===== src/rtl/multicycle_control.sv =====
// Multi-cycle sequencer for an RV32I subset (LBU, SB, ADD, SUB, ADDI, LUI,
// BNE, JAL, JALR) driving a shared-memory datapath. One memory port serves
// both instruction fetch and data access. The FSM waits on a memory-ready
// handshake and counts retired instructions.
module multicycle_control #(
  parameter int CNT_W = 32
) (
  input  logic             clk,
  input  logic             rst,
  input  logic [6:0]       op,
  input  logic [2:0]       funct3,
  input  logic [6:0]       funct7,
  input  logic             Zero,
  input  logic             mem_ready,
  output logic             AdrSrc,
  output logic             MemRead,
  output logic             MemWrite,
  output logic [2:0]       MemSrc,
  output logic             IRWrite,
  output logic             PCWrite,
  output logic [1:0]       PCSrc,
  output logic [2:0]       ALUControl,
  output logic             ALUSrc,
  output logic [2:0]       ImmSrc,
  output logic             RegWrite,
  output logic [1:0]       RegWSrc,
  output logic             halted,
  output logic [CNT_W-1:0] instret
);

  localparam logic [6:0] OP_LOAD   = 7'b0000011;
  localparam logic [6:0] OP_STORE  = 7'b0100011;
  localparam logic [6:0] OP_OPIMM  = 7'b0010011;
  localparam logic [6:0] OP_OP     = 7'b0110011;
  localparam logic [6:0] OP_LUI    = 7'b0110111;
  localparam logic [6:0] OP_BRANCH = 7'b1100011;
  localparam logic [6:0] OP_JAL    = 7'b1101111;
  localparam logic [6:0] OP_JALR   = 7'b1100111;

  typedef enum logic [2:0] {FETCH, DECODE, EXEC, MEM, WB, HALT} state_t;

  state_t     state, nxt;
  logic       legal, is_sub;
  logic [2:0] imm_dec;
  logic       adr, mr, mw, irw, pcw, rw, asrc;
  logic [1:0] pcs, rws;
  logic [2:0] aluc, imm;

  assign legal = (op == OP_LOAD)  || (op == OP_STORE)  || (op == OP_OPIMM) ||
                 (op == OP_OP)    || (op == OP_LUI)    || (op == OP_BRANCH) ||
                 (op == OP_JAL)   || (op == OP_JALR);
  // Only register-register OP may subtract; ADDI's upper immediate bits
  // alias funct7 and must never select sub.
  assign is_sub = (op == OP_OP) && (funct7 == 7'b0100000);

  // Immediate format follows the opcode; it stays valid through WB so the
  // PC+Imm adder sees the right immediate at the JAL update edge.
  always_comb begin
    imm_dec = 3'd0;
    case (op)
      OP_STORE:  imm_dec = 3'd2;
      OP_BRANCH: imm_dec = 3'd1;
      OP_JAL:    imm_dec = 3'd3;
      OP_LUI:    imm_dec = 3'd4;
      default:   imm_dec = 3'd0;
    endcase
  end

  // State register; reset always restarts at FETCH.
  always_ff @(posedge clk or posedge rst) begin
    if (rst) state <= FETCH;
    else     state <= nxt;
  end

  // Next-state and Moore-decoded control (PCSrc in EXEC also uses Zero).
  always_comb begin
    nxt  = state;
    adr  = 1'b0;
    mr   = 1'b0;
    mw   = 1'b0;
    irw  = 1'b0;
    pcw  = 1'b0;
    rw   = 1'b0;
    pcs  = 2'b00;
    rws  = 2'b00;
    aluc = 3'b000;
    asrc = 1'b0;
    imm  = (state == FETCH || state == HALT) ? 3'd0 : imm_dec;
    case (state)
      FETCH: begin
        mr = 1'b1;
        if (mem_ready) begin
          irw = 1'b1;
          nxt = DECODE;
        end
      end
      DECODE: nxt = legal ? EXEC : HALT;
      EXEC: begin
        nxt = WB;
        case (op)
          OP_OP:    aluc = is_sub ? 3'b001 : 3'b000;
          OP_OPIMM: asrc = 1'b1;
          OP_LUI: begin
            aluc = 3'b010;
            asrc = 1'b1;
          end
          OP_LOAD, OP_STORE: begin
            asrc = 1'b1;
            nxt  = MEM;
          end
          OP_BRANCH: begin
            aluc = 3'b001;
            pcw  = 1'b1;
            pcs  = Zero ? 2'b00 : 2'b01;
            nxt  = FETCH;
          end
          OP_JALR:  asrc = 1'b1;
          default:  ;
        endcase
      end
      MEM: begin
        adr = 1'b1;
        mr  = (op == OP_LOAD);
        mw  = (op == OP_STORE);
        if (mem_ready) begin
          if (op == OP_STORE) begin
            pcw = 1'b1;
            nxt = FETCH;
          end else begin
            nxt = WB;
          end
        end
      end
      WB: begin
        rw  = 1'b1;
        pcw = 1'b1;
        nxt = FETCH;
        if (op == OP_LOAD)                       rws = 2'b01;
        else if (op == OP_JAL || op == OP_JALR)  rws = 2'b10;
        if (op == OP_JAL)       pcs = 2'b01;
        else if (op == OP_JALR) pcs = 2'b10;
      end
      HALT:    nxt = HALT;
      default: nxt = FETCH;
    endcase
  end

  // Strobes are forced low combinationally while reset is held so a reset
  // landing mid-access drops the memory request at once.
  assign AdrSrc     = adr;
  assign MemRead    = mr  & ~rst;
  assign MemWrite   = mw  & ~rst;
  assign IRWrite    = irw & ~rst;
  assign PCWrite    = pcw & ~rst;
  assign RegWrite   = rw  & ~rst;
  assign halted     = (state == HALT) & ~rst;
  assign PCSrc      = pcs;
  assign RegWSrc    = rws;
  assign ALUControl = aluc;
  assign ALUSrc     = asrc;
  assign ImmSrc     = imm;
  assign MemSrc     = funct3;

  // Retired-instruction counter: one tick per PC update, wraps naturally.
  always_ff @(posedge clk or posedge rst) begin
    if (rst)          instret <= '0;
    else if (PCWrite) instret <= instret + CNT_W'(1);
  end

endmodule


===== config.mk =====
export PLATFORM = sky130hd
export DESIGN_NAME = multicycle_control
export DESIGN_NICKNAME = d
export VERILOG_FILES = /design/src/rtl/multicycle_control.sv
export SDC_FILE = /design/constraint.sdc
export NUM_CORES = 1
export LEC_CHECK = 0
export BUFFER_PORTS_ARGS = -buffer_cell sky130_fd_sc_hd__clkbuf_2
export CORE_MARGIN = 2
export CORE_UTILIZATION = 50
export CTS_CLUSTER_DIAMETER = 50
export CTS_CLUSTER_SIZE = 14
export DETAILED_ROUTE_END_ITERATION = 10
export PLACE_DENSITY = 0.85
export RECOVER_POWER = 100
export SLEW_MARGIN = 40
export SYNTH_ARGS = -nofsm -noshare
export SYNTH_HDL_FRONTEND = slang
export SYNTH_SLANG_ARGS = --single-unit
export TNS_END_PERCENT = 20

===== constraint.sdc =====
create_clock -name clk -period 4.5 [get_ports clk]
set_clock_uncertainty 0.15 [all_clocks]
set_input_delay 0.675 -clock clk [delete_from_list [all_inputs] [get_ports clk]]
set_output_delay 0.675 -clock clk [all_outputs]
set_load 0.005 [all_outputs]

After elaboration in Yosys (flattened, before gate mapping) --
Cells that the tools add are included.
Storage, ports and cells: bits in registers 35, bits in latches 0, memory bits (writable) 0, ROM bits 0, input port bits 21, output and inout port bits 53, logic and storage cells 71, memories kept 0
Cells by class: add/subtract/negate cells 1, multipliers 0, divide/modulo/power cells 0, magnitude comparators 0, equality and inequality tests 16, shift-type cells 0, muxes and demuxes 31, bitwise gates (word level) 7, reduce and logical (&&, ||, !) cells 14
Operators with widths (number):
- 32-bit by 1-bit adder with 32-bit output (second input constant) | 1
- 7-bit by 6-bit == test with 1-bit output (second input constant) | 4
- 7-bit == test (second input constant) | 3
- 3-bit two-way mux | 5
- 3-bit one-hot mux with 5 select lines | 1
- 1-bit two-way mux | 13
- 2-bit two-way mux | 6
- 3-bit one-hot mux with 4 select lines | 1
- 1-bit logical OR | 9
- 7-bit by 2-bit == test with 1-bit output (second input constant) | 1
- 7-bit by 5-bit == test with 1-bit output (second input constant) | 1
- 1-bit bitwise AND | 6
- 3-bit by 2-bit == test with 1-bit output (second input constant) | 2
- 3-bit == test (second input constant) | 2
- 2-bit one-hot mux with 3 select lines | 1
- 3-bit one-hot mux with 2 select lines | 1
- 5-bit OR reduction | 1
- 2-bit != test (second input constant) | 2
- 2-bit one-hot mux with 2 select lines | 1
- 3-bit by 1-bit == test with 1-bit output (second input constant) | 1
- 3-bit logical NOT | 1
- 1-bit one-hot mux with 3 select lines | 1
- 1-bit one-hot mux with 2 select lines | 1
- 2-bit AND reduction | 1
- other kinds (3) | 3

Logic depth before layout (Yosys ltp) --
depth in word-level cells 10, mapped depth 9, gate-level depth less buffers 6

Least setup slack after synthesis --
Ideal clock, no wire load.
path type in2out, start point input port rst, end point output port PCWrite, arrival time 2.208 ns, required time 3.675 ns, path slack 1.467 ns, stages on the path 6, path buffers 2, cell sequence inv_1 -> nand3_1 -> and3_1 -> buf_6 -> buf_12 -> inv_1
On the way: longest elaborated chain between the ends 2
Ends and longest elaborated chain:
- start, declared | RTL line 9 | input logic rst,
- 1-bit NOT | RTL line 154 | assign PCWrite = pcw & ~rst;
- 1-bit bitwise AND | RTL line 154
- end, declared | RTL line 20 | output logic PCWrite,
No other way between the ends.

Final worst setup path --
start point input port op[3], end point output port PCWrite
On the way: longest elaborated chain between the ends 5, elaborated cells between the ends (all ways) 7, those cells by class eq/ne (2); mux (4); bitwise (1)
Ends and longest elaborated chain:
- start, declared | RTL line 10 | input logic [6:0] op,
- 7-bit by 6-bit == test with 1-bit output | RTL line 126 | if (op == OP_STORE) begin
- 1-bit two-way mux | RTL line 126
- 1-bit two-way mux | RTL line 125 | if (mem_ready) begin
- 1-bit one-hot mux with 3 select lines * | RTL line 89 | case (state)
- 1-bit bitwise AND * | RTL line 154
Mark *: on every way between the ends. The rest lies on a longest branch, timed or not.

==> results.tsv <==
stage	metric	value	unit
status	status	completed	
timing	timing.setup.tns	0	ns
power	powerDensity	354	mW/mm2
die	fp-row-count	23	
global_routing	grt_start_max_net_pins	37	
layout	nets	307	
yosys	syn-cell-area	0.00214	mm2
setup_path	worst-endpoint-arrival	2.51	ns
clock_tree	cts_made_buffers	5	
yosys	synth-edff-count	0	
detailed_routing	route.final.wire_length	4.72	mm
die	placeableCoreArea	0.00406	mm2
layout	antenna_cells_inserted	0	
timing	setup_violations	0	
run	cap_viol_max_count	0	
placed_design	hpwlAfterDp	3.45	mm
global_routing	number_of_antenna_violations_at_the_first_check_in_global_routing	0	
timing	period_needed	3.34	ns
layout	filler_cell_count	376	
global_routing	grt-ovfl-total	0	
layout	area_growth_from_synthesis_to_layout	16.1	%
setup_path	path_cells	clkbuf_1 > and4bb_1 > nand4_1 > and3_1 > inv_1 > clkbuf_2	
placed_design	gp_congestion	0.887	
layout	layout_cell_share_with_drive_strength_beyond_1	21.1	%
clock_tree	worst_skew_pair.late_latency	0.29	ns
layout	layout.cells.non_filler	335	
placed_design	port_buffers	66	
detailed_routing	post-route-drc-count	0	
clock_tree	ctsResizeCount	0	
clock_tree	cts.htree.levels	2	
timing	fmax	0.300	GHz
setup_path	slowest_delay	0.80	ns
clock_tree	clock_pin_transition_on_the_worst_setup_and_hold_timing_paths	0.07	ns
clock_tree	clock_path_buffers	2	
die	die_width	69.4	um
detailed_routing	routed-via-count	1909	
clock_tree	cts-root-buf	sky130_fd_sc_hd__clkbuf_8	
layout	post-route-cell-area	0.00248	mm2
placed_design	place_inst	328	
layout	multi_input_area	0.00110	mm2
timing	rsz0062_at_grt	no	
yosys	synth_flop_cell	sky130_fd_sc_hd__dfrtp_1	
die	floorplan.io_pins	74	
timing	worst_slew_margin_rel	35.9	%
timing	hold_viol_final	0	
clock_tree	cts_setup_buffers	0	
power	power.ir.vdd_worst	0.000193	V
setup_path	startpoint_type	input pin	
global_routing	global_route.usage.total	19.8	%
min_path	worst_hold_path_type	reg2reg	
global_routing	first_global_vias	1797	
timing	worst-slew-pin-transition	0.962	ns
setup_path	crit_type	in2out	
yosys	synth_cell_type_count	45	
yosys	ys_async_sr_fraction	100	%
yosys	proportion_of_synthesized_chip_area_in_sequential_cells	40.9	%
setup_path	critPathMaxFanout	28	
detailed_routing	viasPerCell	5.70	
timing	final-max-slew-violation-count	0	
yosys	syn-instance-count	224	
clock_tree	cts_tree	built	
clock_tree	cts_sinks	35	
yosys	synth.ff_latch_count	35	
setup_path	worst-endpoint-required	3.67	ns
placed_design	placement.cell_area	0.00245	mm2
detailed_routing	drt-wirelength-per-cell	14.1	um
setup_path	end_kind	output pin	
global_routing	wire_length_of_the_first_global_routing_pass	7.87	mm
power	static-leakage-power	1.22	nW
yosys	synthesis.yosys.warnings	0	
power	power	0.000878	W
setup_path	slowest_cell_on_the_critical_path	sky130_fd_sc_hd__and3_1	
timing	final_cycle_utilization_of_the_critical_path	74.1	%
detailed_routing	detail_route.iter0.violations	122	
die	starting_density	52.8	%
die	die-height	69.4	um
yosys	synth.avg_cell_area	9.56	um2
detailed_routing	detail_route_antenna_nets	0	
die	fp.dieArea	0.00482	mm2
layout	register_area	876	um2
yosys	mappedNetlistNets	246	
detailed_routing	first_pass_iters	4	
clock_tree	cts_hold_buf	0	
## final cells by class
class | count | share of cell area (%)
well taps | 50 | 2.52
clock buffers | 6 | 2.92
multi-input cells | 169 | 44.3
clock inverters | 1 | 1.21
inverters | 7 | 1.06
repair buffers | 67 | 12.8
flip-flops and latches | 35 | 35.2
## cells in the final DEF, fill, tap and decap left out, types with 2 or more instances in the layout
cell type / Yosys / routed
sky130_fd_sc_hd__and4_1: 2 / 2
sky130_fd_sc_hd__nand3_1: 12 / 12
sky130_fd_sc_hd__nor3b_1: 4 / 4
sky130_fd_sc_hd__o32ai_1: 2 / 2
sky130_fd_sc_hd__and3_1: 3 / 3
sky130_fd_sc_hd__nor2_1: 13 / 13
sky130_fd_sc_hd__nor4_1: 6 / 12
sky130_fd_sc_hd__nand3_4: 2 / 2
sky130_fd_sc_hd__nand2b_1: 4 / 4
sky130_fd_sc_hd__clkbuf_8: 0 / 5
sky130_fd_sc_hd__dfrtp_1: 35 / 35
sky130_fd_sc_hd__clkbuf_1: 5 / 17
sky130_fd_sc_hd__inv_1: 7 / 7
sky130_fd_sc_hd__a21oi_1: 6 / 6
sky130_fd_sc_hd__xor2_1: 25 / 25
sky130_fd_sc_hd__nor3_1: 13 / 13
sky130_fd_sc_hd__nand4_1: 5 / 5
sky130_fd_sc_hd__nand2_1: 27 / 27
sky130_fd_sc_hd__clkbuf_2: 0 / 50
sky130_fd_sc_hd__nor4b_1: 8 / 8
sky130_fd_sc_hd__nor2b_1: 4 / 4
sky130_fd_sc_hd__xnor2_1: 7 / 7
## state kept, by name, indices dropped and copies added (netlist names)
signal	flops
instret	32
state	3
## synth_stat cells (2+ instances only)
cell / count / share of area [%]
sky130_fd_sc_hd__nor4_1: 6 / 1.8
sky130_fd_sc_hd__nor4b_1: 8 / 3.3
sky130_fd_sc_hd__dfrtp_1: 35 / 41
sky130_fd_sc_hd__and3_1: 3 / 0.88
sky130_fd_sc_hd__inv_1: 7 / 1.2
sky130_fd_sc_hd__nand2_1: 27 / 4.7
sky130_fd_sc_hd__nand3_1: 12 / 2.8
sky130_fd_sc_hd__nor2b_1: 4 / 1.2
sky130_fd_sc_hd__a21oi_1: 6 / 1.4
sky130_fd_sc_hd__nor3b_1: 4 / 1.4
sky130_fd_sc_hd__xnor2_1: 7 / 2.9
sky130_fd_sc_hd__and4_1: 2 / 0.82
sky130_fd_sc_hd__nor3_1: 13 / 3.0
sky130_fd_sc_hd__nor2_1: 13 / 2.3
sky130_fd_sc_hd__o32ai_1: 2 / 0.82
sky130_fd_sc_hd__xor2_1: 25 / 10
sky130_fd_sc_hd__nand4_1: 5 / 1.5
sky130_fd_sc_hd__clkbuf_1: 5 / 0.88
sky130_fd_sc_hd__nand3_4: 2 / 1.6
sky130_fd_sc_hd__nand2b_1: 4 / 1.2
sky130_fd_sc_hd__buf_4: 5 / 1.8
sky130_fd_sc_hd__nor4_2: 6 / 3.5
## critical path, delay by kind of cell
family	cells	cell delay (ns)
buffers and inverters	3	0.55
AND/OR/NAND/NOR	3	1.28
## report_power, final
part	internal [W]	total, W	switching, W	leakage, nW
sequential	0.000343	0.000410	0.0000671	0.468
combinational	0.0000830	0.000198	0.000116	0.705
clock	0.000162	0.000270	0.000107	0.0513
total	0.000589	0.000878	0.000290	1.22
## layer usage
metal  GRT usage [%]  part of all wire, %  up-vias
met5               0                    0        -
met4            7.63                  1.7        0
met3            4.22                  6.0       11
met2            34.7                   50       71
met1            23.7                   43      917
li1                -                    -      910
## final timing paths
kind	from	end	slack [ns]	depth (start not counted)
worst max-delay path	op[3]	PCWrite	1.16	6
worst min-delay path	instret[21]$_DFFE_PP0P_	instret[21]$_DFFE_PP0P_	0.34	1
worst max register to register	state[0]$_DFFE_PP0P_	instret[20]$_DFFE_PP0P_	1.97	5
worst min register to register	instret[21]$_DFFE_PP0P_	instret[21]$_DFFE_PP0P_	0.34	1
max in group asynchronous	rst	instret[15]$_DFFE_PP0P_	3.46	3
min in group asynchronous	rst	instret[9]$_DFFE_PP0P_	0.43	3
## cell families after synthesis
family | count (synthesis) | share of synthesized area [%]
XOR/XNOR | 32 | 13.1
AO/OA/AOI/OAI | 18 | 5.90
AND/OR/NAND/NOR | 116 | 33.3
buffers and inverters | 20 | 5.55
adder cells (fa/ha/maj) | 2 | 1.05
other | 1 | 0.175
flip-flops | 35 | 40.9
## metrics by stage
step	setup slack [ns]	utilization, %	hold slack [ns]
after floorplan	1.47	-	0.315
after CTS	1.57	62.9	0.345
after detailed placement	1.56	60.4	0.333
after global routing	1.01	61.2	0.367
after global placement	1.22	60.3	0.305
final	1.16	61.2	0.338
No activity file was read; power rests on OpenSTA's default activity.
